## config.mk

```make
export PLATFORM = sky130hd
export DESIGN_NAME = qspi_flash_reader
export DESIGN_NICKNAME = d
export VERILOG_FILES = /design/src/rtl/qspi_flash_reader.sv
export SDC_FILE = /design/constraint.sdc
export NUM_CORES = 1
export LEC_CHECK = 0
export ABC_AREA = 1
export BUFFER_PORTS_ARGS = -buffer_cell sky130_fd_sc_hd__buf_2
export CORE_UTILIZATION = 60
export DETAILED_ROUTE_END_ITERATION = 10
export PLACE_DENSITY_LB_ADDON = 0.25
export SLEW_MARGIN = 5
export SYNTH_ARGS = -nofsm -noshare
export SYNTH_HDL_FRONTEND = slang
export SYNTH_SLANG_ARGS = --single-unit
```

## constraint.sdc

```tcl
create_clock -name clock -period 1.9 [get_ports clock]
set_input_delay 0 -clock clock [delete_from_list [all_inputs] [get_ports clock]]
set_output_delay 0 -clock clock [all_outputs]
set_load 0.1 [all_outputs]
```

## src/rtl/qspi_flash_reader.sv

```systemverilog
// Single-bit SPI READ (0x03) sequencer: turns (addr, len) requests into flash reads and
// streams the returned bytes over valid/ready, freezing SCK while the consumer stalls.
module qspi_flash_reader #(
  parameter int CLK_DIV   = 2,
  parameter int CS_IDLE   = 4,
  parameter int LEN_WIDTH = 16
) (
  input  logic                 clock,
  input  logic                 reset,
  input  logic                 io_req_valid,
  output logic                 io_req_ready,
  input  logic [23:0]          io_req_addr,
  input  logic [LEN_WIDTH-1:0] io_req_len,
  output logic                 io_resp_valid,
  input  logic                 io_resp_ready,
  output logic [7:0]           io_resp_data,
  output logic                 io_resp_last,
  output logic                 io_busy,
  output logic                 io_spi_sck,
  output logic                 io_spi_cs,
  output logic                 io_spi_mosi,
  input  logic                 io_spi_miso
);

  typedef enum logic [2:0] {IDLE, CMD, ADDR, DATA, STALL, GAP} state_t;

  localparam logic [15:0]          DIV_LAST     = 16'(CLK_DIV - 1);
  localparam logic [15:0]          GAP_LAST     = 16'(CS_IDLE - 1);
  localparam logic [15:0]          GAP_ZERO_LEN = 16'(CS_IDLE);
  localparam logic [LEN_WIDTH-1:0] LEN_ONE      = LEN_WIDTH'(1);

  state_t               state_q, state_d;
  logic [15:0]          div_cnt_q, div_cnt_d;
  logic [15:0]          gap_cnt_q, gap_cnt_d;
  logic [4:0]           bit_cnt_q, bit_cnt_d;
  logic [30:0]          tx_q, tx_d;
  logic [7:0]           rx_q, rx_d;
  logic [LEN_WIDTH-1:0] rem_q, rem_d;
  logic                 sck_q, sck_d;
  logic                 cs_q, cs_d;
  logic                 mosi_q, mosi_d;
  logic                 req_ready_q, req_ready_d;
  logic                 busy_q, busy_d;
  logic                 resp_valid_q, resp_valid_d;
  logic                 resp_last_q, resp_last_d;
  logic [7:0]           resp_data_q, resp_data_d;
  logic                 resp_fire, buf_free, deliver;

  always_comb begin
    state_d      = state_q;
    div_cnt_d    = div_cnt_q;
    gap_cnt_d    = gap_cnt_q;
    bit_cnt_d    = bit_cnt_q;
    tx_d         = tx_q;
    rx_d         = rx_q;
    rem_d        = rem_q;
    sck_d        = sck_q;
    cs_d         = cs_q;
    mosi_d       = mosi_q;
    resp_valid_d = resp_valid_q;
    resp_last_d  = resp_last_q;
    resp_data_d  = resp_data_q;
    deliver      = 1'b0;
    resp_fire    = resp_valid_q && io_resp_ready;
    buf_free     = !resp_valid_q || io_resp_ready;

    if (resp_fire) begin
      resp_valid_d = 1'b0;
      resp_last_d  = 1'b0;
    end

    case (state_q)
      IDLE: begin
        if (req_ready_q && io_req_valid) begin
          if (io_req_len == '0) begin
            state_d   = GAP;
            gap_cnt_d = GAP_ZERO_LEN;
          end else begin
            state_d   = CMD;
            cs_d      = 1'b0;
            mosi_d    = 1'b0;
            tx_d      = {7'h03, io_req_addr};
            rem_d     = io_req_len;
            bit_cnt_d = 5'd7;
            div_cnt_d = '0;
            sck_d     = 1'b0;
          end
        end
      end
      CMD, ADDR, DATA: begin
        if (div_cnt_q != DIV_LAST) begin
          div_cnt_d = div_cnt_q + 16'd1;
        end else begin
          div_cnt_d = '0;
          sck_d     = !sck_q;
          if (!sck_q) begin
            if (state_q == DATA) rx_d = {rx_q[6:0], io_spi_miso};
          end else begin
            // End of a bit: MOSI advances together with the falling SCK edge.
            mosi_d = tx_q[30];
            tx_d   = {tx_q[29:0], 1'b0};
            if (bit_cnt_q != 5'd0) begin
              bit_cnt_d = bit_cnt_q - 5'd1;
            end else begin
              case (state_q)
                CMD: begin
                  state_d   = ADDR;
                  bit_cnt_d = 5'd23;
                end
                ADDR: begin
                  state_d   = DATA;
                  bit_cnt_d = 5'd7;
                end
                default: begin
                  if (buf_free) deliver = 1'b1;
                  else          state_d = STALL;
                end
              endcase
            end
          end
        end
      end
      STALL: begin
        if (resp_fire) deliver = 1'b1;
      end
      GAP: begin
        if (gap_cnt_q != 16'd0) gap_cnt_d = gap_cnt_q - 16'd1;
        else if (buf_free)      state_d   = IDLE;
      end
      default: state_d = IDLE;
    endcase

    // A completed byte enters the single output buffer; the last one also releases CS.
    if (deliver) begin
      resp_valid_d = 1'b1;
      resp_data_d  = rx_q;
      resp_last_d  = (rem_q == LEN_ONE);
      rem_d        = rem_q - LEN_ONE;
      div_cnt_d    = '0;
      sck_d        = 1'b0;
      if (rem_q == LEN_ONE) begin
        state_d   = GAP;
        cs_d      = 1'b1;
        gap_cnt_d = GAP_LAST;
      end else begin
        state_d   = DATA;
        bit_cnt_d = 5'd7;
      end
    end

    req_ready_d = (state_d == IDLE);
    busy_d      = (state_d != IDLE);
  end

  always_ff @(posedge clock) begin
    if (!reset) begin
      state_q      <= IDLE;
      div_cnt_q    <= '0;
      gap_cnt_q    <= '0;
      bit_cnt_q    <= '0;
      tx_q         <= '0;
      rx_q         <= '0;
      rem_q        <= '0;
      sck_q        <= 1'b0;
      cs_q         <= 1'b1;
      mosi_q       <= 1'b0;
      req_ready_q  <= 1'b0;
      busy_q       <= 1'b0;
      resp_valid_q <= 1'b0;
      resp_last_q  <= 1'b0;
      resp_data_q  <= '0;
    end else begin
      state_q      <= state_d;
      div_cnt_q    <= div_cnt_d;
      gap_cnt_q    <= gap_cnt_d;
      bit_cnt_q    <= bit_cnt_d;
      tx_q         <= tx_d;
      rx_q         <= rx_d;
      rem_q        <= rem_d;
      sck_q        <= sck_d;
      cs_q         <= cs_d;
      mosi_q       <= mosi_d;
      req_ready_q  <= req_ready_d;
      busy_q       <= busy_d;
      resp_valid_q <= resp_valid_d;
      resp_last_q  <= resp_last_d;
      resp_data_q  <= resp_data_d;
    end
  end

  assign io_req_ready  = req_ready_q;
  assign io_busy       = busy_q;
  assign io_resp_valid = resp_valid_q;
  assign io_resp_last  = resp_last_q;
  assign io_resp_data  = resp_data_q;
  assign io_spi_sck    = sck_q;
  assign io_spi_cs     = cs_q;
  assign io_spi_mosi   = mosi_q;

endmodule

```

==> results of run 1 <==
## per-layer routing
layer | GRT usage | wire [µm]
met1 | 0.392 | 6960
met2 | 0.525 | 7790
met3 | 0.0622 | 1020
met4 | 0.105 | 236
met5 | 0 | 0
## area by class of cell
type,instances,area share
Multi-Input combinational cell,679,0.458
Clock inverter,5,0.00716
Inverter,102,0.0530
Tap cell,133,0.0227
Timing Repair Buffer,137,0.139
Clock buffer,11,0.0193
Sequential cell,110,0.301
## registers in the layout, summed over array words and instances (netlist names)
register	count
div_cnt_q	16
gap_cnt_q	16
io_busy	1
io_spi_sck	1
io_spi_cs	1
bit_cnt_q	5
io_spi_mosi	1
io_resp_data	8
tx_q	31
state_q	3
io_req_ready	1
io_resp_valid	1
rem_q	16
io_resp_last	1
rx_q	8
## cells by family after synthesis
logic type / Yosys count / share of synthesized area
compound gates: 195 / 0.172
xor+xnor: 10 / 0.0145
fa+ha+maj: 7 / 0.0145
buf+inv: 136 / 0.0929
flops: 110 / 0.366
simple gates: 467 / 0.340
## cell usage in the layout, fill, tap and decap left out, types with 2 or more instances in the layout
| cell | count |
|---|---|
| ha_1 | 4 |
| buf_4 | 37 |
| a21oi_2 | 3 |
| nand2_2 | 4 |
| inv_2 | 9 |
| clkbuf_8 | 10 |
| buf_12 | 2 |
| buf_6 | 2 |
| buf_2 | 59 |
| xor2_1 | 7 |
| nor2_1 | 113 |
| nor2_2 | 11 |
| nor4_1 | 2 |
| nand2_4 | 5 |
| a31oi_1 | 27 |
| o21ai_0 | 77 |
| dfxtp_2 | 6 |
| nand3_1 | 56 |
| or2_2 | 3 |
| nand3_2 | 2 |
| dlygate4sd3_1 | 36 |
| inv_6 | 2 |
| o31ai_1 | 2 |
| nand2_1 | 215 |
| nand4_1 | 20 |
| nor3_1 | 19 |
| dfxtp_1 | 104 |
| o21ai_1 | 15 |
| xnor2_1 | 3 |
| nor2_4 | 9 |
| inv_4 | 2 |
| nor3b_2 | 2 |
| inv_1 | 89 |
| nor3_2 | 4 |
| ha_2 | 3 |
| a21oi_1 | 66 |
## critical path, cell delays in order, from the launching register on
cell and delay (ps):
dfxtp_1 320, inv_1 60, ha_2 200, nand2_1 90, nor2_4 140, nand4_1 130, buf_4 190, nor2_4 120
nor2_4 70, buf_4 170, o21ai_1 150, nor2_1 50, nor2_1 90
## worst max-delay path by stage
stage                                end  cells past startpoint
5_1_grt            rem_q[6]$_SDFFE_PN0P_                     14
2_1_floorplan    gap_cnt_q[4]$_SDFF_PN0_                      8
3_5_place_dp       tx_q[10]$_SDFFE_PN0P_                      9
6_report           rem_q[1]$_SDFFE_PN0P_                     12
3_3_place_gp   div_cnt_q[0]$_SDFFE_PP0P_                     12
4_1_cts            rem_q[6]$_SDFFE_PN0P_                     14
## metrics by stage
stage               cell area, µm²  instances   util
finish                        7340       1177  0.754
global route                  7340       1177  0.754
CTS                           7160       1171  0.736
detailed placement            6580       1117  0.676
global placement              6580       1117  0.676
floorplan                     6030        925      -
## power groups by stage
stage                     clock (mW)  sequential (mW)  combinational, mW
after floorplan                    0             2.54              0.460
after global placement             0             2.50              0.683
after detailed placement           0             2.50              0.697
after CTS                       1.43             2.44              0.757
after global routing            1.52             2.46              0.905
final                           1.42             2.45              0.814
## repair_timing
item,4_1_cts,5_1_grt
pin swaps,1,9
setup endpoints to repair,6,97
resized for setup,1,35
hold buffers,36,0
gates cloned,0,1
setup buffers,2,5
endpoints found under the hold margin,36,0
==> summary.md, run 1 <==
| Metric | Value |
|---|---|
| Status | `finished clean` |
| Avg WL per Cell | `13.6 µm` |
| Die Wd | `102 µm` |
| Dpl ws | `-10.1 ps` |
| Avg Inst Size Synth | `6.51 µm²` |
| Sequential cell area fraction in the yosys report | `0.366` |
| Ys async rst share | `0` |
| R2R depth | `12` |
| HPWL after detailed placement | `10.4 mm` |
| Antenna cells | `0` |
| Reg-to-Reg Start | `div_cnt_q[1]$_SDFFE_PP0P_` |
| DRC Markers | `0` |
| Tmin final | `1830 ps` |
| Global-route wire length before repair | `25.7 mm` |
| Tot Pwr | `4.68 mW` |
| Slew Limit Fails | `0` |
| Height of the die | `102 µm` |
| Share of cells above drive strength 1 | `0.174` |
| Post-synthesis cell type count | `39` |
| Critical Path Start Type | `flip-flop` |
| Rows | `36` |
| CTS tree | `built` |
| Synthesized Nets | `977` |
| Most frequent cell after synthesis | `nand2_1` |
| Number of port buffers | `59` |
| WHS Endpoint | `rem_q[9]$_SDFFE_PN0P_` |
| Total core area | `9730 µm²` |
| Maxcap violations | `0` |
| Post-synth top area share | `0.366` |
| Clock Path Buffers | `2` |
| Netlist Area Pre-Place | `6020 µm²` |
| Post-synth EDFFs | `0` |
| Final period utilization | `0.964` |
| Internal Dissipation | `3.25 mW` |
| Detail Route Antenna Nets | `0` |
| P_sw | `1.43 mW` |
| Layout Nets | `1091` |
| DIE AREA | `10400 µm²` |
| Clk pwr share | `0.303` |
| PnR worst setup slack | `69.0 ps` |
| Max Freq | `546 MHz` |
| Root buf cell | `clkbuf_8` |
| Setup tns final | `0 ps` |
| YS warnings | `0` |
| LEAKAGE | `3.25 nW` |
| Gp weighted congestion | `0.953` |
| Hold slack | `11.3 ps` |
| Post-Syn Instances | `925` |
| RSZ-0062 raised after global routing | `true` |
| Initial DRC count | `449` |
| Vias in the first global route | `5794` |
| Drt first pass iters | `5` |
| Drt total wl | `16.0 mm` |
| Routed vias | `6414` |
| CTS sink count | `110` |
| Clock-pin transition on the worst setup and hold timing paths | `120 ps` |
| Commonest register cell after synthesis | `dfxtp_1` |
| Pwr/cell area | `638 nW/µm²` |
| Worst hold start | `io_req_len[9]` |
| Least-Margin Pin Slew | `496 ps` |
| Required @ worst endpoint | `2240 ps` |
| Hold Path Class | `in -> reg` |
| Final setup fails | `0` |
| Area leader, netlist | `dfxtp_1` |
| Crit. Startpoint | `div_cnt_q[1]$_SDFFE_PP0P_` |
| Setup Skew | `15.5 ps` |
| Reg2Reg Setup Slack | `70 ps` |
| FF+latch area | `2210 µm²` |
| Worst Path Arrival | `2170 ps` |
| Vias/cell | `5.45` |
| Clk_lat worst skew | `390 ps` |
| Synth top cells by count | `nand2_1, nor2_1, dfxtp_1` |
| Crit end category | `flip-flop` |
| Initial core utilization | `0.619` |
| Initial antenna violation count | `0` |
| GRT overflow | `0` |
| Fin. Hold Viols | `0` |
| Worst Path Max Fanout | `5` |
| RR Endpoint | `rem_q[1]$_SDFFE_PN0P_` |
| Pin count of the biggest net entering global routing | `54` |
| Fill count | `799` |
| Post-synthesis sequential element count | `110` |
| H-Tree Depth | `3` |
| TritonCTS Buffers | `9` |
| Sequential power share | `0.523` |
| Global Route Usage Sum | `0.309` |
| Crit path kind | `reg -> reg` |
| Top post-synthesis cells by area | `dfxtp_1, nand2_1, nor2_1` |
| Area Growth Syn to Fin | `21.8%` |
| Sw Ratio | `0.306` |
| Max VDD drop | `0.000464 V` |
| Area of the multi-input gates | `3360 µm²` |
| Hold Crit Depth | `5` |
| Slew headroom | `0.671` |
| I/O pin count | `60` |
| Comb pwr share | `0.174` |
(Power assumes the default switching activity.)
==> run 2, diff against run 1 <==
--- a/config.mk
+++ b/config.mk
@@ -6,9 +6,10 @@
 export NUM_CORES = 1
 export LEC_CHECK = 0
 export ABC_AREA = 1
-export BUFFER_PORTS_ARGS = -buffer_cell sky130_fd_sc_hd__buf_2
+export CAP_MARGIN = 10
 export CORE_UTILIZATION = 60
 export DETAILED_ROUTE_END_ITERATION = 10
+export DONT_BUFFER_PORTS = 1
 export PLACE_DENSITY_LB_ADDON = 0.25
 export SLEW_MARGIN = 5
 export SYNTH_ARGS = -nofsm -noshare
==> summary.md, run 2 (synthesis results as in run 1) <==
| Metric | Value |
|---|---|
| Status | `finished with violations` |
| Failing checks | `negative setup slack` |
| Worst Path Arrival | `2260 ps` |
| Vias in the first global route | `5753` |
| Highest metal used | `met4` |
| Required @ worst endpoint | `2230 ps` |
| Tmin final | `1920 ps` |
| Max Freq | `520 MHz` |
| Most frequent cells in the layout | `nand2_1, nor2_1, dfxtp_1` |
| Avg WL per Cell | `14.8 µm` |
| Number of flip-flops under the largest register name | `31` |
| WHS Endpoint | `state_q[0]$_SDFF_PN0_` |
| Vias/cell | `5.69` |
| Global Route Usage Sum | `0.317` |
| Final period utilization | `1.01` |
| Pin count of the biggest net entering global routing | `57` |
| HPWL after detailed placement | `10.8 mm` |
| Clock Path Buffers | `2` |
| Final setup fails | `4` |
| Initial core utilization | `0.619` |
| Reg-to-Reg Start | `div_cnt_q[1]$_SDFFE_PP0P_` |
| RR Endpoint | `tx_q[20]$_SDFFE_PN0P_` |
| GRT overflow | `0` |
| Clock-pin transition on the worst setup and hold timing paths | `110 ps` |
| TritonCTS Buffers | `9` |
| Least-Margin Pin Slew | `451 ps` |
| Initial DRC count | `489` |
| Share of cells above drive strength 1 | `0.162` |
| Number of port buffers | `0` |
| Setup Skew | `14.6 ps` |
| LEAKAGE | `3.23 nW` |
| DIE AREA | `10400 µm²` |
| Gp weighted congestion | `0.940` |
| Setup tns final | `-32.5 ps` |
| Hold Crit Depth | `6` |
| Worst hold start | `io_req_valid` |
| Detail Route Antenna Nets | `0` |
| Critical Path Start Type | `flip-flop` |
| Fin. Hold Viols | `0` |
| Area Growth Syn to Fin | `24.7%` |
| Drt first pass iters | `6` |
| PnR worst setup slack | `-22.7 ps` |
| Reg with most FFs | `tx_q` |
| Slew Limit Fails | `0` |
| Crit path kind | `reg -> reg` |
| I/O pin count | `60` |
| Met1 wire length | `7.19 mm` |
| Initial antenna violation count | `1` |
| Metal3 WL | `1.22 mm` |
| RSZ-0062 raised after global routing | `true` |
| Global-route wire length before repair | `25.9 mm` |
| Reg2Reg Setup Slack | `-20 ps` |
| Total core area | `9730 µm²` |
| Crit end category | `flip-flop` |
| Maxcap violations | `0` |
| DRC Markers | `0` |
| Fill count | `739` |
| Routed vias | `6589` |
| CTS sink count | `110` |
| Max VDD drop | `0.000795 V` |
| Clk_lat worst skew | `400 ps` |
| Root buf cell | `clkbuf_8` |
| Final non-filler cell total | `1158` |
| R2R depth | `12` |
| Drt total wl | `17.2 mm` |
| Slew headroom | `0.697` |
| Rows | `36` |
| CTS tree | `built` |
| H-Tree Depth | `3` |
| Met2 WL | `8.35 mm` |
| Die Wd | `102 µm` |
| Hold Path Class | `in -> reg` |
| Worst Path Max Fanout | `14` |
| Pwr/cell area | `630 nW/µm²` |
| Placed Cells | `1084` |
| Layout Nets | `1071` |
| Most common cell after layout, fill and taps aside | `nand2_1` |
| Height of the die | `102 µm` |
==> run 2: final cells by class <==
class / count / area [µm²] / share of cell area
Clock inverter: 5 / 50.0 / 0.00666
Inverter: 102 / 388 / 0.0516
Timing Repair inverter: 1 / 7.51 / 0.00100
Timing Repair Buffer: 116 / 1120 / 0.149
Antenna cell: 1 / 2.50 / 0.000333
Clock buffer: 11 / 141 / 0.0188
Sequential cell: 110 / 2210 / 0.295
Multi-Input combinational cell: 679 / 3420 / 0.455
Tap cell: 133 / 166 / 0.0222
==> run 2: layer usage <==
layer,vias to the layer above,track usage
met1,3055,0.395
li1,3219,-
met5,-,0
met2,274,0.537
met4,0,0.113
met3,41,0.0739
==> run 2: power breakdown <==
part / total [mW] / switching, mW / internal (mW)
Clock: 1.42 / 0.880 / 0.539
Sequential: 2.45 / 0.0604 / 2.39
Combinational: 0.860 / 0.514 / 0.346
Total: 4.73 / 1.45 / 3.28
==> run 2: what timing repair did <==
action / 4_1_cts / 5_1_grt
pin swaps: 0 / 11
hold buffers: 44 / 0
gates resized for setup: 2 / 58
setup buffers: 1 / 6
cloned: 0 / 6
hold endpoints to repair: 81 / 0
endpoints found under the setup margin: 22 / 94
==> run 2: how the worst max path moves through the flow <==
| stage | startpoint | end | slack [ps] | cells after the start |
|---|---|---|---|---|
| after floorplan | io_resp_valid$_SDFFE_PN0P_ | gap_cnt_q[4]$_SDFF_PN0_ | 80 | 8 |
| after global placement | bit_cnt_q[0]$_SDFF_PN0_ | rem_q[6]$_SDFFE_PN0P_ | 0.7 | 13 |
| after detailed placement | bit_cnt_q[0]$_SDFF_PN0_ | rem_q[5]$_SDFFE_PN0P_ | -110 | 11 |
| after CTS | div_cnt_q[1]$_SDFFE_PP0P_ | tx_q[26]$_SDFFE_PN0P_ | 1 | 11 |
| after global routing | div_cnt_q[1]$_SDFFE_PP0P_ | tx_q[20]$_SDFFE_PN0P_ | -90 | 12 |
| final | div_cnt_q[1]$_SDFFE_PP0P_ | tx_q[20]$_SDFFE_PN0P_ | -20 | 12 |
==> run 2: critical path, cell delays in order (launching register included) <==
cell       delay, ps
dfxtp_2          330
inv_2             60
ha_4             130
nand2_2           60
nor2_4           160
buf_6            120
nand4_1          180
buf_4            230
nand2_8          100
buf_12           110
clkbuf_16        150
o21ai_0           90
a31oi_1          160
==> run 2: stage by stage <==
stage / util / instance area, µm² / power [mW] / worst slack (ps) / hold WS, ps
after global placement: 0.667 / 6490 / 3.14 / 0.669 / 104
after floorplan: - / 6030 / 3.00 / 80.3 / 135
after global routing: 0.772 / 7510 / 4.92 / -87.5 / 166
final: 0.772 / 7510 / 4.73 / -22.7 / 116
after detailed placement: 0.667 / 6490 / 3.16 / -112 / 111
after CTS: 0.735 / 7150 / 4.64 / 1.24 / 98.0
==> run 3, diff against run 2 <==
--- a/config.mk
+++ b/config.mk
@@ -5,11 +5,11 @@
 export SDC_FILE = /design/constraint.sdc
 export NUM_CORES = 1
 export LEC_CHECK = 0
-export ABC_AREA = 1
 export CAP_MARGIN = 10
 export CORE_UTILIZATION = 60
 export DETAILED_ROUTE_END_ITERATION = 10
 export DONT_BUFFER_PORTS = 1
+export GPL_TIMING_DRIVEN = 0
 export PLACE_DENSITY_LB_ADDON = 0.25
 export SLEW_MARGIN = 5
 export SYNTH_ARGS = -nofsm -noshare
==> summary.md, run 3 <==
| Metric | Value |
|---|---|
| Global Route Usage Sum | `0.356` |
| Post-synthesis sequential element count | `110` |
| Pin count of the biggest net entering global routing | `22` |
| Dpl ws | `-726 ps` |
| Area of the multi-input gates | `3770 µm²` |
| Post-synth top area share | `0.412` |
| CTS sink count | `110` |
| FF+latch area | `2250 µm²` |
| Commonest register cell after synthesis | `dfxtp_1` |
| P_sw | `1.72 mW` |
| Final setup fails | `110` |
| Final core occ | `0.889` |
| Required @ worst endpoint | `2140 ps` |
| Synth top cells by count | `dfxtp_1, nand2_1, nor2_1` |
| Fill count | `379` |
| Clock Path Buffers | `2` |
| Drt total wl | `22.0 mm` |
| Fin. Hold Viols | `0` |
| Setup tns final | `-30320 ps` |
| Initial DRC count | `686` |
| Worst Path Max Fanout | `4` |
| Critical Path Start Type | `flip-flop` |
| Critical-path cell list | `nor4_4 > buf_4 > nand4_1 > buf_4 > nor2_1 > a211oi_1 > a2111oi_1 > a21oi_1` |
| Pwr/cell area | `665 nW/µm²` |
| Clock-pin transition on the worst setup and hold timing paths | `120 ps` |
| Status | `finished with violations` |
| Hold Path Class | `in -> reg` |
| RSZ-0062 raised after global routing | `true` |
| Worst Path Arrival | `2800 ps` |
| Netlist Area Pre-Place | `5350 µm²` |
| Post-synth EDFFs | `0` |
| Final period utilization | `1.35` |
| PnR worst setup slack | `-667 ps` |
| LEAKAGE | `2.79 nW` |
| Setup Skew | `28.5 ps` |
| Area Growth Syn to Fin | `44.3%` |
| I/O pin count | `60` |
| Avg WL per Cell | `24.6 µm` |
| Avg Inst Size Synth | `8.02 µm²` |
| HPWL after detailed placement | `9.32 mm` |
| Routed vias | `6446` |
| Most frequent CP cell | `buf_4` |
| Comb pwr share | `0.217` |
| Area leader, netlist | `dfxtp_1` |
| Global-route wire length before repair | `25.5 mm` |
| Share of cells above drive strength 1 | `0.363` |
| Max VDD drop | `0.000569 V` |
| TritonCTS Buffers | `9` |
| Height of the die | `96.4 µm` |
| Most frequent cell after synthesis | `dfxtp_1` |
| Rows | `34` |
| Slew headroom | `0.285` |
| Most common cell after layout, fill and taps aside | `nand2_1` |
| Max incr delay on CP | `590 ps` |
| Detail Route Antenna Nets | `0` |
| Crit end category | `flip-flop` |
| Crit path kind | `reg -> reg` |
| GRT overflow | `0` |
| Total core area | `8680 µm²` |
| Clk pwr share | `0.288` |
| Maxcap violations | `0` |
| Gp weighted congestion | `0.883` |
| Root buf cell | `clkbuf_8` |
| Max stage delay cell, worst path | `a2111oi_1` |
| Post-Syn Instances | `667` |
| Least-Margin Pin Slew | `1070 ps` |
| Sequential power share | `0.496` |
| Initial antenna violation count | `1` |
| Failing checks | `negative setup slack` |
| Max Freq | `389 MHz` |
| Ys async rst share | `0` |
| Number of port buffers | `0` |
| Slew Limit Fails | `0` |
| Tmin final | `2570 ps` |
| Die Wd | `96.4 µm` |
| Vias/cell | `7.20` |
| Post-synthesis cell type count | `64` |
| Layout Nets | `833` |
| Synthesized Nets | `719` |
| Vias in the first global route | `5491` |
| Most frequent cells in the layout | `nand2_1, dfxtp_1, nor2_1` |
| Clk_lat worst skew | `410 ps` |
| YS warnings | `0` |
| Reg with most FFs | `tx_q` |
| Top post-synthesis cells by area | `dfxtp_1, nand2_1, nor2_1` |
| Sequential cell area fraction in the yosys report | `0.412` |
| Drt first pass iters | `6` |
| H-Tree Depth | `3` |
| DIE AREA | `9300 µm²` |
| Initial core utilization | `0.616` |
| CTS tree | `built` |
| Sw Ratio | `0.335` |
| Number of flip-flops under the largest register name | `31` |
| Internal Dissipation | `3.41 mW` |
| DRC Markers | `0` |
run 3: changes by cell type after synthesis, moves of 13 or more:
cell / previous run / this run
inv_1: 91 / 9
a21oi_1: 66 / 53
nor2_1: 123 / 80
a311oi_1: 0 / 27
nand2_1: 219 / 108
o21ai_0: 77 / 19
o21ai_1: 15 / 1
clkbuf_1: 15 / 30
a31oi_1: 27 / 11
nand3_1: 56 / 22
run 3: power by group through the flow:
| stage | sequential, mW | clock, mW | combinational [mW] |
|---|---|---|---|
| floorplan | 2.55 | 0 | 0.433 |
| global placement | 2.56 | 0 | 0.534 |
| detailed placement | 2.56 | 0 | 0.557 |
| CTS | 2.51 | 1.43 | 0.849 |
| global route | 2.55 | 1.55 | 1.17 |
| finish | 2.54 | 1.48 | 1.11 |
run 3: kinds of logic after synthesis:
| logic type | synth area share |
|---|---|
| xor gates and xnor gates | 0.0213 |
| buffers and inverters | 0.0400 |
| and+or+nand+nor | 0.279 |
| muxes | 0.0168 |
| DFF | 0.412 |
| adders and majority gates | 0.0164 |
| AOI/OAI and AO/OA | 0.215 |
run 3: area by class of cell:
type / instances / share of cell area
diodes: 1 / 0.000324
plain buffers: 34 / 0.0310
clock buffers: 9 / 0.0160
clock inverters: 7 / 0.0101
inverters: 10 / 0.00486
multi-input cells: 506 / 0.489
flip-flops and latches: 110 / 0.292
well taps: 108 / 0.0175
repair buffers: 110 / 0.140
run 3: repair_timing:
action,in CTS,in global routing
gates resized for setup,139,148
setup buffers,38,22
endpoints found under the hold margin,58,0
setup endpoints to repair,109,109
hold buffers,44,0
pin swaps,57,53
gates cloned,7,1
run 3: final timing paths:
path / startpoint / endpoint / slack (ps) / cells after the start
max: div_cnt_q[7]$_SDFFE_PP0P_ / io_busy$_SDFF_PN0_ / -670 / 8
min: io_req_len[14] / gap_cnt_q[2]$_SDFF_PN0_ / 120 / 4
max reg2reg: div_cnt_q[7]$_SDFFE_PP0P_ / io_busy$_SDFF_PN0_ / -670 / 8
min reg2reg: rem_q[1]$_SDFFE_PN0P_ / rem_q[1]$_SDFFE_PN0P_ / 490 / 2
run 3: worst max-delay path, delay by kind of cell, from the launching register on:
family                 cells  cell delay (ps)
AO/OA/AOI/OAI              3              920
AND/OR/NAND/NOR            3              710
buffers and inverters      2              400
flip-flops                 1              380
run 3: metal layers:
layer,GRT usage,share of wire,up-vias
li1,-,-,2671
met1,0.416,0.35,3019
met2,0.620,0.48,548
met3,0.0696,0.095,208
met4,0.176,0.077,0
met5,0,0,-
run 3: through the flow:
step | instance area (µm²) | power (mW) | std cells | hold slack [ps]
finish | 7720 | 5.13 | 895 | 123
global route | 7720 | 5.27 | 895 | 139
CTS | 7060 | 4.79 | 878 | 65.5
detailed placement | 5580 | 3.12 | 775 | 165
global placement | 5580 | 3.09 | 775 | 158
floorplan | 5450 | 2.98 | 667 | 144
